<file path="src/rtl/sram_arbiter.sv">
// Two-port SRAM arbiter (video reads, CPU read/write): ack ACCESS_CYCLES+1 clocks after a grant, requests ignored while busy.
// Strict video-first priority; define SRAM_FAIRNESS_EN to let a waiting CPU win after FAIR_MAX back-to-back video grants.
module sram_arbiter #(
  parameter int ACCESS_CYCLES = 2,
  parameter int FAIR_MAX      = 4
) (
  input  logic        clock,
  input  logic        reset,
  input  logic        vid_req,
  input  logic [20:0] vid_addr,
  output logic        vid_ack,
  output logic [7:0]  vid_data,
  input  logic        cpu_req,
  input  logic        cpu_we,
  input  logic [20:0] cpu_addr,
  input  logic [7:0]  cpu_wdata,
  output logic        cpu_ack,
  output logic [7:0]  cpu_rdata,
  output logic [20:0] sram_addr,
  output logic [7:0]  sram_data_o,
  input  logic [7:0]  sram_data_i,
  output logic        sram_data_oe,
  output logic        sram_we_n
);

  if (ACCESS_CYCLES < 2 || ACCESS_CYCLES > 15 || FAIR_MAX < 1 || FAIR_MAX > 7) begin : g_bad_param
    $error("sram_arbiter: parameter out of range");
  end

  typedef enum logic [2:0] {IDLE, VID, CPU_RD, CPU_WR, DONE} state_t;

  localparam logic [3:0] LAST = 4'(ACCESS_CYCLES - 1);

  state_t     state;
  state_t     state_nxt;
  logic [3:0] cnt;
  logic       last;
  logic       in_access;
  logic       grant;
  logic       ack_cpu;
  logic       cpu_first;

  assign last      = (cnt == LAST);
  assign in_access = (state == VID) || (state == CPU_RD) || (state == CPU_WR);
  assign grant     = (state == IDLE) && (state_nxt != IDLE);

`ifdef SRAM_FAIRNESS_EN
  logic [2:0] fair_cnt;

  assign cpu_first = cpu_req && (fair_cnt >= 3'(FAIR_MAX));

  // Counts video wins over a waiting CPU; any CPU grant or an idle CPU resets it.
  always_ff @(posedge clock) begin
    if (reset) begin
      fair_cnt <= 3'd0;
    end else if (state == IDLE) begin
      if (!cpu_req || state_nxt == CPU_RD || state_nxt == CPU_WR)
        fair_cnt <= 3'd0;
      else if (state_nxt == VID && fair_cnt != 3'd7)
        fair_cnt <= fair_cnt + 3'd1;
    end
  end
`else
  assign cpu_first = 1'b0;
`endif

  always_comb begin
    state_nxt = state;
    unique case (state)
      IDLE: begin
        if (vid_req && !cpu_first)   state_nxt = VID;
        else if (cpu_req && cpu_we)  state_nxt = CPU_WR;
        else if (cpu_req)            state_nxt = CPU_RD;
      end
      VID, CPU_RD, CPU_WR: if (last) state_nxt = DONE;
      DONE:    state_nxt = IDLE;
      default: state_nxt = IDLE;
    endcase
  end

  // Write strobe releases one clock before oe so data is held past the we_n rising edge.
  assign sram_data_oe = (state == CPU_WR);
  assign sram_we_n    = !((state == CPU_WR) && !last);
  assign vid_ack      = (state == DONE) && !ack_cpu;
  assign cpu_ack      = (state == DONE) && ack_cpu;

  always_ff @(posedge clock) begin
    if (reset) begin
      state       <= IDLE;
      cnt         <= 4'd0;
      ack_cpu     <= 1'b0;
      sram_addr   <= 21'd0;
      sram_data_o <= 8'd0;
      vid_data    <= 8'd0;
      cpu_rdata   <= 8'd0;
    end else begin
      state <= state_nxt;
      cnt   <= (in_access && !last) ? cnt + 4'd1 : 4'd0;
      if (grant) begin
        sram_addr <= (state_nxt == VID) ? vid_addr : cpu_addr;
        ack_cpu   <= (state_nxt != VID);
        if (state_nxt == CPU_WR)
          sram_data_o <= cpu_wdata;
      end
      if (last && state == VID)
        vid_data <= sram_data_i;
      if (last && state == CPU_RD)
        cpu_rdata <= sram_data_i;
    end
  end

endmodule

</file>
<file path="config.mk">
export PLATFORM = sky130hd
export DESIGN_NAME = sram_arbiter
export DESIGN_NICKNAME = d
export VERILOG_FILES = /design/src/rtl/sram_arbiter.sv
export SDC_FILE = /design/constraint.sdc
export NUM_CORES = 1
export LEC_CHECK = 0
export CORE_MARGIN = 4
export CORE_UTILIZATION = 30
export CTS_CLUSTER_DIAMETER = 120
export DETAILED_ROUTE_END_ITERATION = 16
export PLACE_DENSITY = 0.72
export SETUP_SLACK_MARGIN = 0.3
export SYNTH_ARGS = -nofsm -noshare
export SYNTH_HDL_FRONTEND = slang
export SYNTH_SLANG_ARGS = --single-unit
</file>
<file path="constraint.sdc">
create_clock -name clock -period 2.2 [get_ports clock]
set_clock_uncertainty 0.15 [all_clocks]
set_input_delay 0.55 -clock clock [delete_from_list [all_inputs] [get_ports clock]]
set_output_delay 0.55 -clock clock [all_outputs]
set_load 0.005 [all_outputs]
</file>
# Yosys cells after proc, flatten, opt, wreduce, memory -nomap -nowiden
# Index checks and enable logic that the tools add are counted.
[word_totals]
output_inout_bits = 49
word_cells = 41
reg_bits = 53
input_bits = 63
[op_classes]
n_eq_ne = 8
n_bitwise = 1
reduce_logical = 18
n_addsub = 1
n_mux = 6
[ops]
columns = ["cell", "count"]
rows = [
  ["21-bit two-way mux", 1],
  ["3-bit two-way mux", 4],
  ["3-bit by 2-bit equality test with 1-bit output, second input constant", 3],
  ["1-bit logical AND", 8],
  ["3-bit by 1-bit equality test with 1-bit output, second input constant", 2],
  ["3-bit one-hot mux with 2 select lines", 1],
  ["4-bit by 1-bit adder with 4-bit output, second input constant", 1],
  ["4-bit by 1-bit equality test with 1-bit output, second input constant", 1],
  ["3-bit equality test, second input constant", 1],
  ["1-bit zero test", 3],
  ["3-bit zero test", 1],
  ["3-bit by 1-bit != test with 1-bit output, second input constant", 1],
  ["3-bit nonzero test", 1],
  ["3-bit OR reduction", 1],
  ["1-bit logical OR", 2],
  ["2-bit AND reduction", 1],
  ["2-bit OR reduction", 1],
  ["1-bit NOT", 1],
]

# Longest topological paths before layout
[logic_depth]
depth_word = 7
ltp_mapped = 7
mapped_depth_nobuf = 5

# Worst setup path before layout
# OpenSTA, ideal clock, no wires.
[synth_path]
kind = "reg2reg"
startpoint = "register cnt[0]"
endpoint = "register cpu_rdata[0]"
path_slack_ns = 0.211
stages_incl_launch_ff = 7
arrival_ns = 1.720
cell_sequence = "dfxtp_1 -> ha_1 -> or3b_1 -> buf_2 -> or4b_1 -> buf_6 -> mux2i_1"
[synth_via]
elab_chain_len = 2
[synth_lines]
columns = ["element", "line_no", "text"]
rows = [
  ["start: declaration", "36", "logic [3:0] cnt;"],
  ["start signal: assignment", "98", "cnt <= (in_access && !last) ? cnt + 4'd1 : 4'd0;"],
  ["4-bit by 1-bit equality test with 1-bit output", "43", "assign last = (cnt == LAST);"],
  ["1-bit logical AND", "107", "if (last && state == CPU_RD)"],
  ["end signal: assignment", "108", "cpu_rdata <= sram_data_i;"],
  ["end: declaration", "18", "output logic [7:0] cpu_rdata,"],
]
# No other way between the ends.
# A chain may end at the register's enable or synchronous reset.

# Worst setup path after layout
[layout_path]
startpoint = "register cnt[1]"
endpoint = "output port sram_we_n"
[layout_via]
elab_chain_len = 4
[layout_lines]
columns = ["element", "line_no", "text"]
rows = [
  ["4-bit by 1-bit equality test with 1-bit output", "43", ""],
  ["1-bit zero test", "83", "assign sram_we_n = !((state == CPU_WR) && !last);"],
  ["1-bit logical AND", "83", ""],
  ["1-bit zero test", "83", ""],
  ["end: declaration", "23", "output logic sram_we_n"],
]
# No other way between the ends.

==> summary.md <==
| Metric | Value |
|---|---|
| Antenna Cells | 0 |
| CP Launch Type | flop |
| CP Max Fanout | 2 |
| Core Region | 0.008763 sq mm |
| Worst endpoint required time | 1.50 ns |
| Die area | 0.01060 sq mm |
| Max VDD drop | 283.0 uV |
| Number of synthesized register bits | 53 |
| Tightest Pin Transition | roughly 0.52 ns |
| PwrDens | approximately 590 mW/mm^2 |
| Synth Warn # | 0 |
| Max_cap viols | 0 |
| Hold WS | 0.3247 ns |
| Mapped Area | 0.002706 sq mm |
| Fill count | 822 |
| Final hold viol count | 0 |
| Final min period | between 2 and 2.5 ns |
| CTS tree | built |
| Slew headroom | between 60% and 70% |
| Worst Setup End Kind | primary output |
| Dpl hpwl | 5.758 mm |
| Die Y | 103.0 um |
| RSZ-0062 raised after global routing | true |
| Period utilisation layout | 92.99% |
| Total grt overflow | 0 |
| First-pass GRT wire length | 12.77 mm |
| CTS Hold Bufs | 0 |
| Syn Nets | 368 |
| Top Ports | 112 |
| Fin nets | 472 |
| Post-route antenna net violation count | 0 |
| Total power | 2.590 mW |
| DR vias/cell | ~5.3 |
| DR DRC count | 0 |
| Synth unique cells | 34 |
| Placer Congestion | ~0.71 |
| TritonCTS buffer count | 5 |
| Slew Limit Fails | 0 |
| P_leak | between 1.5 and 2 nW |
| Die width | 103.0 um |
| Clock slew at reported path FFs | 0.10 ns |
| Layout area overhead | 61.72% |
| Initial antenna violation count | 0 |
| Pre-CTS WS | -0.1228 ns |
| Hold crit path type | flop to flop |
| Clock Sinks | 53 |
| Average wire per standard cell | 16.16 um |
| Fin util | 49.94% |
| DR vias | 2740 |
| Final WL | 8.336 mm |
| Pin count of the biggest net entering global routing | 43 |
| Mapped Avg Cell Area | slightly below 9 sq um |
| Inst Count DP | 504 |
| Drt pass-1 iters | 4 |
| Seq/Total Area, Yosys | 39.20% |
| Worst-Skew Late Latency | 0.30 ns |
| Number of global-route vias before repair | 2587 |
| Fin cells | 516 |
| CTS max path bufs | 2 |
| H-tree Lvls | 2 |
| Run status | completed |
| PortBufs | 111 |
| Clock Tree Root | clkbuf_8 |
| Worst endpoint data arrival time | 1.35 ns |
| Rows | 34 |
| Share of cells above drive strength 1 | 21.57% |
| Count of final setup violators | 0 |
| Worst setup path category | flop to primary output |
| All-layer global routing usage | 14.90% |
| Fmax | 488.8 MHz |
| Initial DRC Count | 84 |
| Mapped Cells | 303 |
| Starting Density | around 31% |
| Final WS setup | 0.1542 ns |
## placed cells by master (no fill, tap or decap), types with 2 or more instances in the layout
cell type,count
clkdlybuf4s50_1,91
a21oi_1,32
dfxtp_1,30
nand2b_1,24
dfxtp_2,22
o21bai_1,21
nor3b_1,20
a311oi_1,19
buf_4,19
mux2i_1,16
dlymetal6s2s_1,14
a2111oi_2,10
nand3_1,9
o21ai_0,9
nor2_1,6
clkbuf_8,6
a2111oi_0,5
a2111oi_1,5
buf_2,4
buf_12,4
buf_6,3
nand2_1,2
a311oi_2,2
dlygate4sd2_1,2
## worst paths after layout
path | start | endpoint | slack, ns | cells past startpoint
max reg2reg | cnt[1] | cpu_rdata[2] | 0.17 | 7
max | cnt[1] | sram_we_n | 0.15 | 5
min reg2reg | vid_data[1] | vid_data[1] | 0.32 | 2
min | vid_data[1] | vid_data[1] | 0.32 | 2
## layout make-up
cell class	instances	area [sq um]	area share, %
Sequential cell	53	1092	24.96
Inverter	1	3.754	0.08576
Clock buffer	6	82.58	1.887
Multi-Input combinational cell	208	1644	37.56
Tap cell	108	135.1	3.087
Clock inverter	2	13.76	0.3145
Timing Repair Buffer	138	1405	32.10
## registers in the layout (all words and copies together) (netlist names)
name	cells
state	3
ack_cpu	1
cpu_rdata	8
sram_data_o	8
sram_addr	21
vid_data	8
cnt	4
## per-layer routing
layer	routed length (um)	part of all wire [%]	GRT usage, %
met1	3648	44	20.02
met2	3961	48	24.07
met3	638	7.7	4.060
met4	87	1.0	2.988
met5	0	0	0
## logic make-up after synthesis
| group | after synthesis | share of synthesized area [%] |
|---|---|---|
| AO/OA/AOI/OAI | 107 | 27.83 |
| XOR/XNOR | 2 | 0.6474 |
| adder cells (fa/ha/maj) | 2 | 0.9245 |
| buffers and inverters | 42 | 6.333 |
| flip-flops | 53 | 39.20 |
| multiplexers | 16 | 5.918 |
| AND/OR/NAND/NOR | 81 | 19.14 |
## per-stage QoR
stage	setup TNS (ns)	cell area (sq um)
floorplan	0	2728
CTS	0	4195
global route	0	4377
detailed placement	-0.7718	4020
finish	0	4377
global placement	-0.0002593	4020
## worst max-delay path, cell delays in order, from the launching register on
cell and delay [ns]:
dfxtp_2 0.33, inv_2 0.05, ha_4 0.11, or3b_4 0.39, nand2_2 0.06, buf_2 0.10
## Yosys cell counts
| master | number | share of area (%) |
|---|---|---|
| or3_1 | 2 | 0.46 |
| buf_2 | 5 | 0.92 |
| a311oi_1 | 21 | 6.8 |
| a21boi_0 | 1 | 0.28 |
| and3b_1 | 1 | 0.32 |
| xnor2_1 | 1 | 0.32 |
| o21bai_1 | 21 | 5.8 |
| inv_1 | 1 | 0.14 |
| or4b_1 | 1 | 0.37 |
| a211oi_1 | 1 | 0.28 |
| o211ai_1 | 1 | 0.28 |
| buf_6 | 1 | 0.42 |
| nor4bb_1 | 1 | 0.37 |
| nand2b_1 | 24 | 5.5 |
| nand4bb_1 | 1 | 0.42 |
| nand2_1 | 3 | 0.42 |
| nand3_1 | 9 | 1.7 |
| o21ai_0 | 9 | 1.7 |
| or2_1 | 2 | 0.46 |
| a21oi_1 | 32 | 5.9 |
| nor3b_1 | 21 | 5.8 |
| and3_1 | 1 | 0.23 |
| nor3_1 | 2 | 0.37 |
| ha_1 | 2 | 0.92 |
| nor4b_1 | 3 | 0.97 |
| buf_1 | 1 | 0.14 |
| or3b_1 | 1 | 0.32 |
| dfxtp_1 | 53 | 39 |
| a2111oi_0 | 21 | 6.8 |
| xor2_1 | 1 | 0.32 |
| nand3b_1 | 1 | 0.28 |
| mux2i_1 | 16 | 5.9 |
| nor2_1 | 8 | 1.1 |
| clkbuf_1 | 34 | 4.7 |
## what timing repair did
action / CTS / global route
buffers inserted: 1 / 2
pin swaps: 4 / 4
resized for setup: 40 / 56
gates cloned: 0 / 1
endpoints found under the setup margin: 33 / 78
## power breakdown
group / switching, mW / total [mW] / internal [mW]
clock: 0.321 / 0.577 / 0.256
combinational: 0.411 / 0.890 / 0.478
sequential: 0.0643 / 1.12 / 1.06
No activity file was read; power rests on OpenSTA's default activity.
